===== config.mk =====
export PLATFORM = sky130hd
export DESIGN_NAME = segre_pipe_ctrl
export DESIGN_NICKNAME = d
export VERILOG_FILES = /design/src/rtl/segre_pipe_ctrl.sv
export SDC_FILE = /design/constraint.sdc
export NUM_CORES = 1
export LEC_CHECK = 0
export BUFFER_PORTS_ARGS = -buffer_cell sky130_fd_sc_hd__buf_2
export CAP_MARGIN = 20
export CORE_ASPECT_RATIO = 2
export CORE_UTILIZATION = 29
export CTS_BUF_LIST = sky130_fd_sc_hd__clkbuf_8
export DETAILED_ROUTE_END_ITERATION = 8
export GPL_TIMING_DRIVEN = 0
export PLACE_DENSITY = 0.48
export SETUP_SLACK_MARGIN = 0.1
export SLEW_MARGIN = 20
export SYNTH_ARGS = -nofsm -noshare
export SYNTH_HDL_FRONTEND = slang
export SYNTH_SLANG_ARGS = --single-unit

===== constraint.sdc =====
create_clock -name clk_i -period 2.9 [get_ports clk_i]
set_input_delay 0.145 -clock clk_i [delete_from_list [all_inputs] [get_ports clk_i]]
set_output_delay 0.145 -clock clk_i [all_outputs]
set_load 0.02 [all_outputs]

===== src/rtl/segre_pipe_ctrl.sv =====
// Pipeline hazard/stall controller for the SEGRE in-order core.
// Latency: 0 cycles. All control outputs are combinational (Mealy) from the registered FSM state and same-cycle inputs.
// Backpressure: mem_busy_i freezes IF/ID/EX. A watchdog flags mem_timeout_o after 256 consecutive busy cycles in MEM_WAIT.
//
// Ports:
//   clk_i, rsn_i                 clock, asynchronous active-low reset
//   id_*                         ID-stage instruction source operands
//   ex_*                         EX-stage instruction info (valid, load, rd)
//   tkbr_i                       EX branch/jump taken
//   mem_busy_i                   MEM stage stalled this cycle
//   finish_test_i                EX instruction ends the test
//   block_if_o/id_o/ex_o         hold the stage flops
//   inject_nops_ex_o             EX loads a bubble
//   flush_id_o                   invalidate IF/ID register
//   halted_o                     core halted (exit only by reset)
//   mem_timeout_o                sticky watchdog error
//   state_o                      RUN=0, MEM_WAIT=1, DRAIN=2, HALT=3
// Optional feature macro SEGRE_STALL_CNT_EN adds stall_cnt_o / flush_cnt_o
// saturating performance counters.

module segre_pipe_ctrl (
  input  logic        clk_i,
  input  logic        rsn_i,
  input  logic        id_valid_i,
  input  logic [4:0]  id_rs1_i,
  input  logic [4:0]  id_rs2_i,
  input  logic        id_use_rs1_i,
  input  logic        id_use_rs2_i,
  input  logic        ex_valid_i,
  input  logic        ex_memop_rd_i,
  input  logic [4:0]  ex_rf_waddr_i,
  input  logic        tkbr_i,
  input  logic        mem_busy_i,
  input  logic        finish_test_i,
  output logic        block_if_o,
  output logic        block_id_o,
  output logic        block_ex_o,
  output logic        inject_nops_ex_o,
  output logic        flush_id_o,
  output logic        halted_o,
  output logic        mem_timeout_o,
`ifdef SEGRE_STALL_CNT_EN
  output logic [31:0] stall_cnt_o,
  output logic [31:0] flush_cnt_o,
`endif
  output logic [1:0]  state_o
);

  typedef enum logic [1:0] {
    RUN      = 2'd0,
    MEM_WAIT = 2'd1,
    DRAIN    = 2'd2,
    HALT     = 2'd3
  } state_t;

  state_t      state_q, state_d;
  logic [7:0]  wdog_q, wdog_d;
  logic [1:0]  drain_q, drain_d;
  logic        timeout_q, timeout_d;

  logic        load_use;
  logic        br_taken;
  logic        rs1_hit, rs2_hit;

  // Raw (ungated) control decisions from the FSM
  logic        block_if, block_id, block_ex, inject_nops, flush_id, halted;

  // ---------------------------------------------------------------------------
  // Hazard detection
  // ---------------------------------------------------------------------------
  assign rs1_hit  = id_use_rs1_i & (id_rs1_i == ex_rf_waddr_i);
  assign rs2_hit  = id_use_rs2_i & (id_rs2_i == ex_rf_waddr_i);
  // x0 is hardwired zero, so a load targeting it never creates a dependency.
  assign load_use = id_valid_i & ex_valid_i & ex_memop_rd_i &
                    (ex_rf_waddr_i != 5'd0) & (rs1_hit | rs2_hit);
  assign br_taken = tkbr_i & ex_valid_i;

  // ---------------------------------------------------------------------------
  // State registers
  // ---------------------------------------------------------------------------
  always_ff @(posedge clk_i or negedge rsn_i) begin
    if (!rsn_i) begin
      state_q   <= RUN;
      wdog_q    <= 8'd0;
      drain_q   <= 2'd0;
      timeout_q <= 1'b0;
    end else begin
      state_q   <= state_d;
      wdog_q    <= wdog_d;
      drain_q   <= drain_d;
      timeout_q <= timeout_d;
    end
  end

  // ---------------------------------------------------------------------------
  // Next-state and control outputs
  // ---------------------------------------------------------------------------
  always_comb begin
    state_d     = state_q;
    wdog_d      = wdog_q;
    drain_d     = drain_q;
    timeout_d   = timeout_q;
    block_if    = 1'b0;
    block_id    = 1'b0;
    block_ex    = 1'b0;
    inject_nops = 1'b0;
    flush_id    = 1'b0;
    halted      = 1'b0;

    unique case (state_q)
      // MEM_WAIT shares the RUN priority chain: on the release cycle a branch
      // or finish held in the frozen EX flops is acted upon immediately.
      RUN, MEM_WAIT: begin
        if (mem_busy_i) begin
          block_if = 1'b1;
          block_id = 1'b1;
          block_ex = 1'b1;
          state_d  = MEM_WAIT;
          if (state_q == RUN) begin
            wdog_d = 8'd0;
          end else if (wdog_q == 8'hFF) begin
            timeout_d = 1'b1;
          end else begin
            wdog_d = 8'(wdog_q + 8'd1);
          end
        end else if (br_taken) begin
          // Branch wins over a simultaneous finish; the finishing
          // instruction comes back round after the redirect.
          inject_nops = 1'b1;
          flush_id    = 1'b1;
          state_d     = RUN;
        end else if (finish_test_i & ex_valid_i) begin
          block_if    = 1'b1;
          inject_nops = 1'b1;
          flush_id    = 1'b1;
          drain_d     = 2'd2;
          state_d     = DRAIN;
        end else if (load_use) begin
          // One bubble: load data is forwardable on the following cycle.
          block_if    = 1'b1;
          block_id    = 1'b1;
          inject_nops = 1'b1;
          state_d     = RUN;
        end else begin
          state_d     = RUN;
        end
      end

      DRAIN: begin
        block_if    = 1'b1;
        inject_nops = 1'b1;
        flush_id    = 1'b1;
        block_ex    = mem_busy_i;
        // Outstanding memory ops pause the drain count.
        if (!mem_busy_i) begin
          if (drain_q == 2'd0) begin
            state_d = HALT;
          end else begin
            drain_d = 2'(drain_q - 2'd1);
          end
        end
      end

      HALT: begin
        block_if    = 1'b1;
        inject_nops = 1'b1;
        flush_id    = 1'b1;
        block_ex    = mem_busy_i;
        halted      = 1'b1;
      end

      default: begin
        state_d = RUN;
      end
    endcase
  end

  // ---------------------------------------------------------------------------
  // Outputs: forced low while reset is asserted, independent of the inputs.
  // ---------------------------------------------------------------------------
  assign block_if_o       = rsn_i & block_if;
  assign block_id_o       = rsn_i & block_id;
  assign block_ex_o       = rsn_i & block_ex;
  assign inject_nops_ex_o = rsn_i & inject_nops;
  assign flush_id_o       = rsn_i & flush_id;
  assign halted_o         = rsn_i & halted;
  assign mem_timeout_o    = rsn_i & timeout_q;
  assign state_o          = rsn_i ? state_q : 2'd0;

`ifdef SEGRE_STALL_CNT_EN
  // ---------------------------------------------------------------------------
  // Saturating performance counters
  // ---------------------------------------------------------------------------
  logic        stall_evt, flush_evt;
  logic [31:0] stall_cnt_q, flush_cnt_q;

  assign stall_evt = block_if & ((state_q == RUN) | (state_q == MEM_WAIT));
  // A branch flush only happens when the RUN chain reaches the branch rule.
  assign flush_evt = ((state_q == RUN) | (state_q == MEM_WAIT)) &
                     ~mem_busy_i & br_taken;

  always_ff @(posedge clk_i or negedge rsn_i) begin
    if (!rsn_i) begin
      stall_cnt_q <= 32'd0;
      flush_cnt_q <= 32'd0;
    end else begin
      if (stall_evt && (stall_cnt_q != 32'hFFFF_FFFF)) begin
        stall_cnt_q <= stall_cnt_q + 32'd1;
      end
      if (flush_evt && (flush_cnt_q != 32'hFFFF_FFFF)) begin
        flush_cnt_q <= flush_cnt_q + 32'd1;
      end
    end
  end

  assign stall_cnt_o = stall_cnt_q;
  assign flush_cnt_o = flush_cnt_q;
`endif

endmodule


=== Word level (Yosys, flattened, before mapping) ===
Index checks and enable logic that the tools add are counted.

* Register bits after elaboration: 13

* Mux-type cells: 34
* Add/sub/neg operators: 2
* Reductions and logical operators: 10
* Bitwise logic cells: 17
* Equality and inequality tests: 13

{| class="wikitable"
|+ Operators with widths
! operator !! number
|-
| $mux 2 || 11
|-
| $mux 8 || 2
|-
| $and 1x1->1 || 15
|-
| $mux 1 || 15
|-
| $ne 2x2->1 const B || 7
|-
| $eq 5x5->1 || 2
|-
| $add 8x1->8 const B || 1
|-
| $eq 8x8->1 const B || 1
|-
| $pmux 1 s2 || 4
|-
| $pmux 2 s2 || 2
|-
| $reduce_and 3->1 || 2
|-
| $reduce_and 6->1 || 1
|-
| $reduce_bool 5->1 || 1
|-
| $eq 2x2->1 const B || 2
|-
| $logic_not 2->1 || 2
|-
| $reduce_and 4->1 || 1
|-
| $reduce_or 2->1 || 2
|-
| $eq 2x1->1 const B || 1
|-
| $reduce_bool 2->1 || 1
|-
| $sub 2x1->2 const B || 1
|-
| $not 1->1 || 1
|-
| $or 1x1->1 || 1
|}

=== Longest topological paths before layout ===
* Depth after elaboration: 10
* Mapped depth: 6
* Depth with buffers taken out: 6

=== Worst setup path after synthesis ===
Ideal clock, no wire load.

* Kind: register to register
* From: register wdog_q[0]
* To: register wdog_q[5]
* Setup slack: 1344 ps
* Library setup time: 80 ps
* Stages on the path, launching flop included: 6
* Period minus slack after synthesis: 1556 ps
* Required time: 2820 ps
* Arrival time: 1476 ps
* Path through: dfrtp_1 > ha_1 > nand4_4 > o31ai_2 > or4b_1 > o211ai_2

* Cells in the longest elaborated chain, start to end: 3
* Elaborated cells between the ends (all ways): 6
* Classes of those cells: add/sub: 1; eq/ne: 2; mux: 2; reduce/logical: 1

{| class="wikitable"
|+ Ends and longest elaborated chain
! what !! line !! text
|-
| start, declared || 57 || <nowiki>logic [7:0] wdog_q, wdog_d;</nowiki>
|-
| start signal, assigned || 89 || <nowiki>wdog_q <= wdog_d;</nowiki>
|-
| $add 8x1->8 or $eq 8x8->1 (tied branches) || 124, 121 ||
|-
| $mux 8 or $ne 2x2->1 (tied branches) || n/a ||
|-
| $mux 8 or $reduce_and 3->1 (tied branches) || n/a ||
|}

Several ways; a longest one is shown, not always the timed one. The select of a mux whose other input is x is not followed.
A chain may end at the register's enable or synchronous reset.

=== Final worst setup path ===
* From: input rsn_i
* To: output block_id_o

* Cells in the longest elaborated chain, start to end: 1

{| class="wikitable"
|+ Ends and longest elaborated chain
! what !! line !! text
|-
| start, declared || 23 || <nowiki>input logic rsn_i,</nowiki>
|-
| $and 1x1->1 || 182 || <nowiki>assign block_id_o = rsn_i & block_id;</nowiki>
|-
| end, declared || 36 || <nowiki>output logic block_id_o,</nowiki>
|}

No other way between the ends.

==> results.md <==
- Hold_ws: 246 ps
- H-tree Lvls: 1
- Worst EP arrival: 2020 ps
- Die Height: 82.6 um
- Top-count cell post-synth: nand2_1
- Synth top cells by count: nand2_1 (14), dfrtp_1 (13), o21ai_0 (12)
- CP bufs+invs: 4
- Delay of the slowest critical-path stage: 520 ps
- First-pass GRT wire length: 4340 um
- Synth area leader: dfrtp_1
- Comb power frac: 32.2%
- CP dominant cell by count: buf_2
- DR DRC count: 0
- Max-Cap Viols: 0
- Synthesized area: 941 um2
- Die Wd: 42.3 um
- Setup TNS: 0 ps
- Gpl congestion: 0.751
- CP endpoint kind: primary output
- Sequential share of power: 41.1%
- RSZ-0062 raised after global routing: no
- Worst hold path type: in -> reg
- Port bufs: 33
- Synth top area cells: dfrtp_1 (35%), xor2_1 (7.4%), o21ai_0 (6.4%)
- Pre-Repair DR Iteration Count: 3
- Final worst-path cycle share: 74.6%
- Psw: 0.203 mW
- CP top delay family: buffers and inverters
- ANT cells: 0
- CP Cell Sequence: dlygate4sd3_1 -> buf_2 -> nand4_1 -> a21oi_1 -> inv_1 -> o32ai_1 -> buf_2
- Fin. Hold Viols: 0
- Achievable clock frequency: 462 MHz
- Dpl hpwl: 2050 um
- Via/cell ratio: 5.27
- Clock slew seen by the registers of the worst setup and hold paths: 50 ps
- Total power: 0.591 mW
- Largest net degree at the start of global routing: 22
- Pins Over Slew Limit: 0
- Internal power: 0.388 mW
- Worst-path fanout max: 21
- Worst skew pair latency: 240 ps
- Inserted Clock Buffers: 3
- Post-synth ARST share: 100%
- FILL cells: 320
- Power density cells: 493 mW/mm2
- Via count: 944
- Core area: 0.00301 mm2
- CTS sink cnt: 13
- Antenna violations before repair: 0
- Startpoint types: input pin
- P&R area growth vs syn: 27.4%
- Worst-Margin Slew: 450 ps
- Outcome: complete, no violations
- Root buf cell: clkbuf_8
- LEAKAGE: 0.594 nW
- Area share of the largest cell type after synthesis: 34.6%
- Vias in the first global route: 937
- Flops & latches, synth: 13
- Routed Antenna Nets: 0
- Final net count: 177
- Switching Fraction: 34.3%
- DR WL/cell: 14.5 um
- Top_reg_cell synth: dfrtp_1
- Mapped Cells: 111
- Row count: 28
- Mapped Nets: 138
- Max IR drop VDD: 0.000377 V
- Starting DRT DRC Count: 29
- Slew margin rel.: 69.8%
- Non-Filler Instances: 179
- Gr usage total: 16.6%
- Distinct cells, synth: 37
- CTS Buffer Depth: 2
- Synth Warn #: 0
- Clock Power Share: 26.7%
- Post-place setup slack: 1180 ps
- Final setup fails: 0
- Final Worst Setup Slack: 736 ps
- Post-Syn Area per Cell: 8.48 um2
- Placed Cells: 174
- Crit-path slowest cell: dlygate4sd3_1
- Die ar.: 0.00349 mm2
- Worst clock skew: 0.786 ps
- Post-synth EDFFs: 0
- Starting Density: 31.2%
- Final Critical Period: 2160 ps
- Worst Path Class, Setup: in -> out
- Critical Path RT: 2760 ps
- Wire length after detailed routing: 2600 um
- Seq/Total Area, Yosys: 34.6%
- Layout cells sized above 1: 27.5%
- Grt ovf: 0
- CTS tree: yes
- IO Pins: 34
[registers in the layout, summed over array words and instances, names as in the netlist]
| register | flops |
|---|---|
| drain_q | 2 |
| timeout_q | 1 |
| wdog_q | 8 |
| state_q | 2 |
[worst paths after layout]
kind,startpoint,to,slack (ps),depth (start not counted)
max in group asynchronous,rsn_i,state_q[0],2230,2
max,rsn_i,block_id_o,740,7
min,finish_test_i,state_q[1],250,3
min in group asynchronous,rsn_i,wdog_q[2],370,2
max reg2reg,wdog_q[0],wdog_q[5],1180,5
min reg2reg,timeout_q,timeout_q,460,2
[cell families (layout without fill, tap and decap cells)]
kind of cell             Yosys count  in the layout  synth area share (%)
AO/OA/AOI/OAI                     30             30                  22.2
XOR/XNOR                          10             10                  9.31
adder cells (fa/ha/maj)            2              2                  2.66
buffers and inverters             11             49                  5.19
flip-flops                        13             13                  34.6
AND/OR/NAND/NOR                   45             45                  26.1
[layout make-up]
class / count / area [um2] / share of cell area [%]
clock inverter: 1 / 3.75 / 0.313
sequential: 13 / 325 / 27.1
clock buffer: 3 / 41.3 / 3.44
buffer: 2 / 15.0 / 1.25
tap: 30 / 37.5 / 3.13
inverter: 9 / 33.8 / 2.82
multi-input combinational: 87 / 567 / 47.3
timing repair buffer: 34 / 175 / 14.6
[placed cells by master, fill, tap and decap left out, drive strengths merged]
cell          n
dfrtp        13
o41ai         1
dlygate4sd3   1
o21ai        12
o31ai         2
and2          5
and3          2
or4b          1
o211ai        1
ha            2
nor2          7
nor2b         2
nand3         5
a31oi         1
o21bai        1
nand2        14
o2bb2ai       1
a41oi         1
nand4         2
o32ai         1
a32o          1
o21a          1
a2bb2oi       2
buf          34
nor4          3
a32oi         1
xor2          8
o31a          1
nand2b        1
xnor2         2
nor3          3
clkbuf        4
inv          10
a21oi         3
[per-layer routing]
metal	track usage (%)	vias to the layer above	part of all wire, %	routed length (um)
met3	1.30	4	2.8	72
met5	0	-	0	0
li1	-	472	-	-
met4	8.44	0	1.8	47
met1	16.7	445	39	1010
met2	32.8	23	56	1470
[worst min-delay path: cells and delay by family]
family,cells,cell delay [ps]
AO/OA/AOI/OAI,1,120
AND/OR/NAND/NOR,1,100
buffers and inverters,1,90
[metrics by stage]
stage          utilization (%)  area, um2
2_1_floorplan                -        941
3_3_place_gp              38.0       1140
3_5_place_dp              38.0       1140
4_1_cts                   39.8       1200
5_1_grt                   39.8       1200
6_report                  39.8       1200
[timing repair]
item                                   4_1_cts  5_1_grt
resized for setup                            0        0
endpoints found under the hold margin       13        0
setup buffers                                0        0
hold buffers                                 1        0
[power groups by stage]
stage	sequential, mW	clock (mW)	combinational [mW]
finish	0.243	0.158	0.190
global route	0.248	0.177	0.215
CTS	0.242	0.169	0.195
detailed placement	0.245	0	0.192
global placement	0.245	0	0.186
floorplan	0.239	0	0.130
(Power assumes the default switching activity.)
